**src/rtl/hazard_pkg.sv**
```systemverilog
// Shared types and helpers for the hazard/forwarding controller.
// The in-flight scoreboard entry and register match rule live here.
package hazard_pkg;

    // Register fields are stored zero-extended so the entry type is parameter-free.
    localparam int unsigned MAX_REG_AW = 8;
    localparam int unsigned FWD_RF     = 0;

    typedef logic [MAX_REG_AW-1:0] reg_addr_t;

    typedef struct packed {
        logic      valid;
        logic      wr_en;
        logic      is_load;
        reg_addr_t dst;
        reg_addr_t rs;
        reg_addr_t rt;
        logic      rs_used;
        logic      rt_used;
    } sb_entry_t;

    function automatic int unsigned fs_w(input int unsigned stages);
        return (stages < 1) ? 1 : $clog2(stages + 1);
    endfunction

    // Register 0 is hard-wired and never produces a dependency.
    function automatic logic sb_match(input sb_entry_t e, input reg_addr_t r);
        return e.valid & e.wr_en & (e.dst == r) & (r != '0);
    endfunction

endpackage

```
**src/rtl/hazard_fwd_match.sv**
```systemverilog
// Priority matcher for one EX source operand over scoreboard entries 1..FWD_STAGES.
// The youngest producer wins; loads too young to have data are never selected.
module hazard_fwd_match
    import hazard_pkg::*;
#(
    parameter int unsigned FWD_STAGES = 2,
    parameter int unsigned LOAD_LAT   = 1,
    parameter int unsigned FS_W       = fs_w(FWD_STAGES)
) (
    input  sb_entry_t        sb [FWD_STAGES+1],
    input  reg_addr_t        src,
    input  logic             used,
    output logic [FS_W-1:0]  sel
);

    always_comb begin
        sel = FS_W'(FWD_RF);
        // Walk oldest to youngest so the smallest matching index is left in sel.
        for (int k = int'(FWD_STAGES); k >= 1; k--) begin
            if (used && sb_match(sb[k], src) && !(sb[k].is_load && k < int'(LOAD_LAT) + 1)) begin
                sel = FS_W'(k);
            end
        end
    end

endmodule

```
**src/rtl/hazard_forward_unit.sv**
```systemverilog
// Hazard detection and forwarding controller for the 5-stage pipeline.
// Define HAZARD_STATS_EN to add saturating stall/flush event counters.
module hazard_forward_unit
    import hazard_pkg::*;
#(
    parameter int unsigned REG_AW     = 5,
    parameter int unsigned FWD_STAGES = 2,
    parameter int unsigned LOAD_LAT   = 1,
    parameter int unsigned BR_STAGE   = 1,
    parameter int unsigned FS_W       = fs_w(FWD_STAGES)
) (
    input  logic              clk,
    input  logic              rst_n,
    input  logic              id_valid,
    input  logic [REG_AW-1:0] id_rs,
    input  logic [REG_AW-1:0] id_rt,
    input  logic              id_rs_used,
    input  logic              id_rt_used,
    input  logic              id_wr_en,
    input  logic              id_is_load,
    input  logic [REG_AW-1:0] id_dst,
    input  logic              redirect,
    output logic              stall_if_id,
    output logic              bubble_id_ex,
    output logic [BR_STAGE+1:0] flush_mask,
    output logic [FS_W-1:0]   fwd_a_sel,
    output logic [FS_W-1:0]   fwd_b_sel,
    output logic              id_bypass_a,
    output logic              id_bypass_b
`ifdef HAZARD_STATS_EN
    ,
    output logic [31:0]       stall_cycles,
    output logic [31:0]       flush_events
`endif
);

    sb_entry_t sb_q [FWD_STAGES+1];
    sb_entry_t sb_d [FWD_STAGES+1];

    reg_addr_t rs_x, rt_x, dst_x;
    logic      load_use, redirect_act, stall;

    assign rs_x  = reg_addr_t'(id_rs);
    assign rt_x  = reg_addr_t'(id_rt);
    assign dst_x = reg_addr_t'(id_dst);

    always_comb begin
        load_use = 1'b0;
        for (int k = 0; k < int'(LOAD_LAT); k++) begin
            if (sb_q[k].is_load &&
                ((id_rs_used && sb_match(sb_q[k], rs_x)) ||
                 (id_rt_used && sb_match(sb_q[k], rt_x)))) begin
                load_use = 1'b1;
            end
        end
    end

    // The scoreboard clears asynchronously, so only redirect needs gating to hold outputs at 0.
    assign redirect_act = rst_n & redirect;
    assign stall        = id_valid & load_use & ~redirect_act;

    assign stall_if_id  = stall;
    assign bubble_id_ex = stall | redirect_act;
    assign flush_mask   = {(BR_STAGE + 2){redirect_act}};
    assign id_bypass_a  = id_rs_used & sb_match(sb_q[FWD_STAGES], rs_x);
    assign id_bypass_b  = id_rt_used & sb_match(sb_q[FWD_STAGES], rt_x);

    always_comb begin
        sb_d[0] = '0;
        if (id_valid && !stall && !redirect_act) begin
            sb_d[0].valid   = 1'b1;
            sb_d[0].wr_en   = id_wr_en;
            sb_d[0].is_load = id_is_load;
            sb_d[0].dst     = dst_x;
            sb_d[0].rs      = rs_x;
            sb_d[0].rt      = rt_x;
            sb_d[0].rs_used = id_rs_used;
            sb_d[0].rt_used = id_rt_used;
        end
        // Instructions younger than the resolving branch are wrong-path and die as they shift.
        for (int k = 1; k <= int'(FWD_STAGES); k++) begin
            sb_d[k] = (redirect_act && k <= int'(BR_STAGE)) ? '0 : sb_q[k-1];
        end
    end

    always_ff @(posedge clk or negedge rst_n) begin
        if (!rst_n) begin
            for (int k = 0; k <= int'(FWD_STAGES); k++) begin
                sb_q[k] <= '0;
            end
        end else begin
            sb_q <= sb_d;
        end
    end

    hazard_fwd_match #(
        .FWD_STAGES (FWD_STAGES),
        .LOAD_LAT   (LOAD_LAT),
        .FS_W       (FS_W)
    ) u_fwd_a (
        .sb   (sb_q),
        .src  (sb_q[0].rs),
        .used (sb_q[0].valid & sb_q[0].rs_used),
        .sel  (fwd_a_sel)
    );

    hazard_fwd_match #(
        .FWD_STAGES (FWD_STAGES),
        .LOAD_LAT   (LOAD_LAT),
        .FS_W       (FS_W)
    ) u_fwd_b (
        .sb   (sb_q),
        .src  (sb_q[0].rt),
        .used (sb_q[0].valid & sb_q[0].rt_used),
        .sel  (fwd_b_sel)
    );

`ifdef HAZARD_STATS_EN
    logic [31:0] stall_cnt_q, flush_cnt_q;

    always_ff @(posedge clk or negedge rst_n) begin
        if (!rst_n) begin
            stall_cnt_q <= '0;
            flush_cnt_q <= '0;
        end else begin
            if (stall && stall_cnt_q != '1) begin
                stall_cnt_q <= stall_cnt_q + 32'd1;
            end
            if (redirect_act && flush_cnt_q != '1) begin
                flush_cnt_q <= flush_cnt_q + 32'd1;
            end
        end
    end

    assign stall_cycles = stall_cnt_q;
    assign flush_events = flush_cnt_q;
`endif

endmodule
```
**config.mk**
```make
export PLATFORM = sky130hd
export DESIGN_NAME = hazard_forward_unit
export DESIGN_NICKNAME = d
export VERILOG_FILES = /design/src/rtl/hazard_pkg.sv /design/src/rtl/hazard_fwd_match.sv /design/src/rtl/hazard_forward_unit.sv
export SDC_FILE = /design/constraint.sdc
export NUM_CORES = 1
export LEC_CHECK = 0
export CAP_MARGIN = 15
export CORE_MARGIN = 2
export CORE_UTILIZATION = 24
export DETAILED_ROUTE_END_ITERATION = 6
export DONT_BUFFER_PORTS = 1
export GPL_ROUTABILITY_DRIVEN = 0
export GPL_TIMING_DRIVEN = 1
export SLEW_MARGIN = 0
export SYNTH_ARGS = -nofsm -noshare
export SYNTH_HDL_FRONTEND = slang
export SYNTH_SLANG_ARGS = --single-unit
```
**constraint.sdc**
```tcl
create_clock -name clk -period 4.6 [get_ports clk]
set_input_delay 0.46 -clock clk [delete_from_list [all_inputs] [get_ports clk]]
set_output_delay 0.46 -clock clk [all_outputs]
set_load 0.02 [all_outputs]
```
==> out/metrics.cfg <==
[floorplanning]
die_width_um=87.2
dieArea_mm2=0.00761
die_y_um=87.2
io_pins=34
core_mm2=0.00676
row_count=30
initial_core_util_pct=24.6

[worst_hold_path]
min_from=id_rs[3]
holdPathStages=1
hp-class=input port to flip-flop
min_to=sb_q[71]

[detailed_routing]
drt-initial-drc-count=40
drtAntennaViolNets=0
wire_per_inst_um=15.2
dr.pass1.iters=4
vias=1008
drt-total-wl_um=3470
drc_errors=0
vias_per_cell=4.42

[setup_path]
slowest_delay_ns=0.91
cp-start-kind=flip-flop
arrival_ns=2.25
critPathTopFamily=simple AND/OR/NAND/NOR gates
r2r-end=sb_q[63]
crit_chain=xnor2_1, nand4_1, nor4_1, nor2_1
crit_type=flip-flop to output port
cp.required_ns=4.14
critPathCaptureType=output port
cp_num_buf_inv=0
r2r-start=sb_q[76]
crit_fanout=3
ff2ff_setup_slack_ns=2.73
r2r_cells=5
critPathSlowestCell=nor4_1

[timing]
tightest_slew_ns=1.11
rsz0062_at_grt=false
fin_crit_sh_pct=58.9
finalSetupViolations=0
finalHoldViolations=0
finalCriticalPeriod_ns=2.71
whs_ns=0.296
slew_headroom_pct=25.5
skew_ns=0.00243
finalMaxSlewViolations=0
tns_ns=0
timing.final.ws_setup_ns=1.89
fmax_mhz=369

[yosys]
synth_area_leaders=dfrtp_1, xnor2_1, and2_1
ys_seq_elements=35
ys.flop_type=dfrtp_1
syn-instance-count=147
avgSynthCellArea_um2=11.3
synth_top_area_share_pct=52.7
synth_warnings=0
synth_area_mm2=0.00166
synth_nets=170
ys_types=16
ys_seq_area_share_pct=52.7
synth_most_common_cell=dfrtp_1
synth-edff-count=0
ys_top_cells_by_count=dfrtp_1, xnor2_1, and2_1
yosysTopAreaCell=dfrtp_1
ys_async_sr_fraction_pct=100

[clock_tree]
clk_path_buf_depth=2
clock_latency_ns=0.29
cts_hold_buf=2
cts_resized=0
clkTransAtPathRegs_ns=0.07
clock_tree.root_cell=clkbuf_8
cts_buffers=5
cts_setup_buffers=0
htree_num_levels=2
cts_num_sinks=35
cts_tree=done

[global_route]
antenna_found_initial=0
grt_max_degree=36
grt_use_total_pct=10.5
grt_pass1_wl_um=5900
grt_pass1_vias=1093
grt_remaining_overflow=0

[place]
dp_hpwl_um=2680
numPortBuffers=0
dp.cells=219
pre_cts_ws_ns=2.17
placed_cell_area_mm2=0.00172

[pwr]
leakagePower_nw=0.759
p_total_mw=0.626
power_density_mw_per_mm2=341
ir_drop_v=0.000183

[finish]
area_growth_pct=10.4
post-route-cell-area_mm2=0.00184
layout-drive-gt1-share_pct=6.76
diodes=0
final_util_pct=27.2
fillers=721
layout.cells.non_filler=228
fin_nets=171

[outcome]
outcome=completed

[run]
cap_violations=0

-- flip-flops by register name, summed over array words and instances, names as in the netlist --
register,cells
sb_d,8
sb_q,27
-- kinds of logic (layout without fill, tap and decap cells) --
kind of cell | count (synthesis) | after routing | synth area share (%)
simple gates | 58 | 58 | 21.4
xor+xnor | 40 | 40 | 21.1
flops | 35 | 35 | 52.7
buf+inv | 10 | 11 | 3.39
compound gates | 4 | 4 | 1.50
-- where the power goes --
group	total, mW	switching [mW]	internal (mW)
Clock	0.223	0.105	0.117
Sequential	0.341	0.0172	0.323
Combinational	0.0626	0.0291	0.0335
-- placed cells by master (no fill, tap or decap) --
cell type	netlist	layout
and2_1	27	27
buf_12	0	1
buf_4	5	1
clkbuf_8	0	6
clkinv_2	0	1
dfrtp_1	35	35
dlygate4sd3_1	0	1
inv_1	1	1
nand2_1	4	4
nand3b_1	1	1
nand4_1	9	9
nor2_1	4	4
nor3_2	1	1
nor4_1	6	6
o211ai_1	2	2
o21ai_1	2	2
or4_1	6	6
xnor2_1	32	32
xor2_1	8	8
-- worst max path at each step --
stage | from | to | slack [ns] | depth (start not counted)
after global routing | sb_d[22] | fwd_b_sel[1] | 1.71 | 4
final | sb_d[18] | fwd_b_sel[1] | 1.89 | 4
after global placement | id_rt[1] | sb_q[61] | 2.19 | 5
after floorplan | sb_q[68] | fwd_a_sel[1] | 2.43 | 4
after CTS | sb_d[18] | fwd_b_sel[1] | 1.87 | 4
after detailed placement | id_rt[1] | sb_q[63] | 2.17 | 5
-- routing by layer --
layer  wire length [um]  GRT usage (%)
met5                  0              0
met1               1590           13.5
met4                 67           4.62
met2               1570           15.6
met3                243           4.08
-- final cells by class --
| class | count | area, um^2 | area share, % |
|---|---|---|---|
| inverter | 1 | 3.75 | 0.204 |
| clock inverter | 1 | 5.00 | 0.273 |
| multi-input combinational | 102 | 731 | 39.8 |
| timing repair buffer | 3 | 37.5 | 2.04 |
| tap | 80 | 100 | 5.45 |
| sequential | 35 | 876 | 47.7 |
| clock buffer | 6 | 82.6 | 4.50 |
Power figures use the tool's default switching activity.
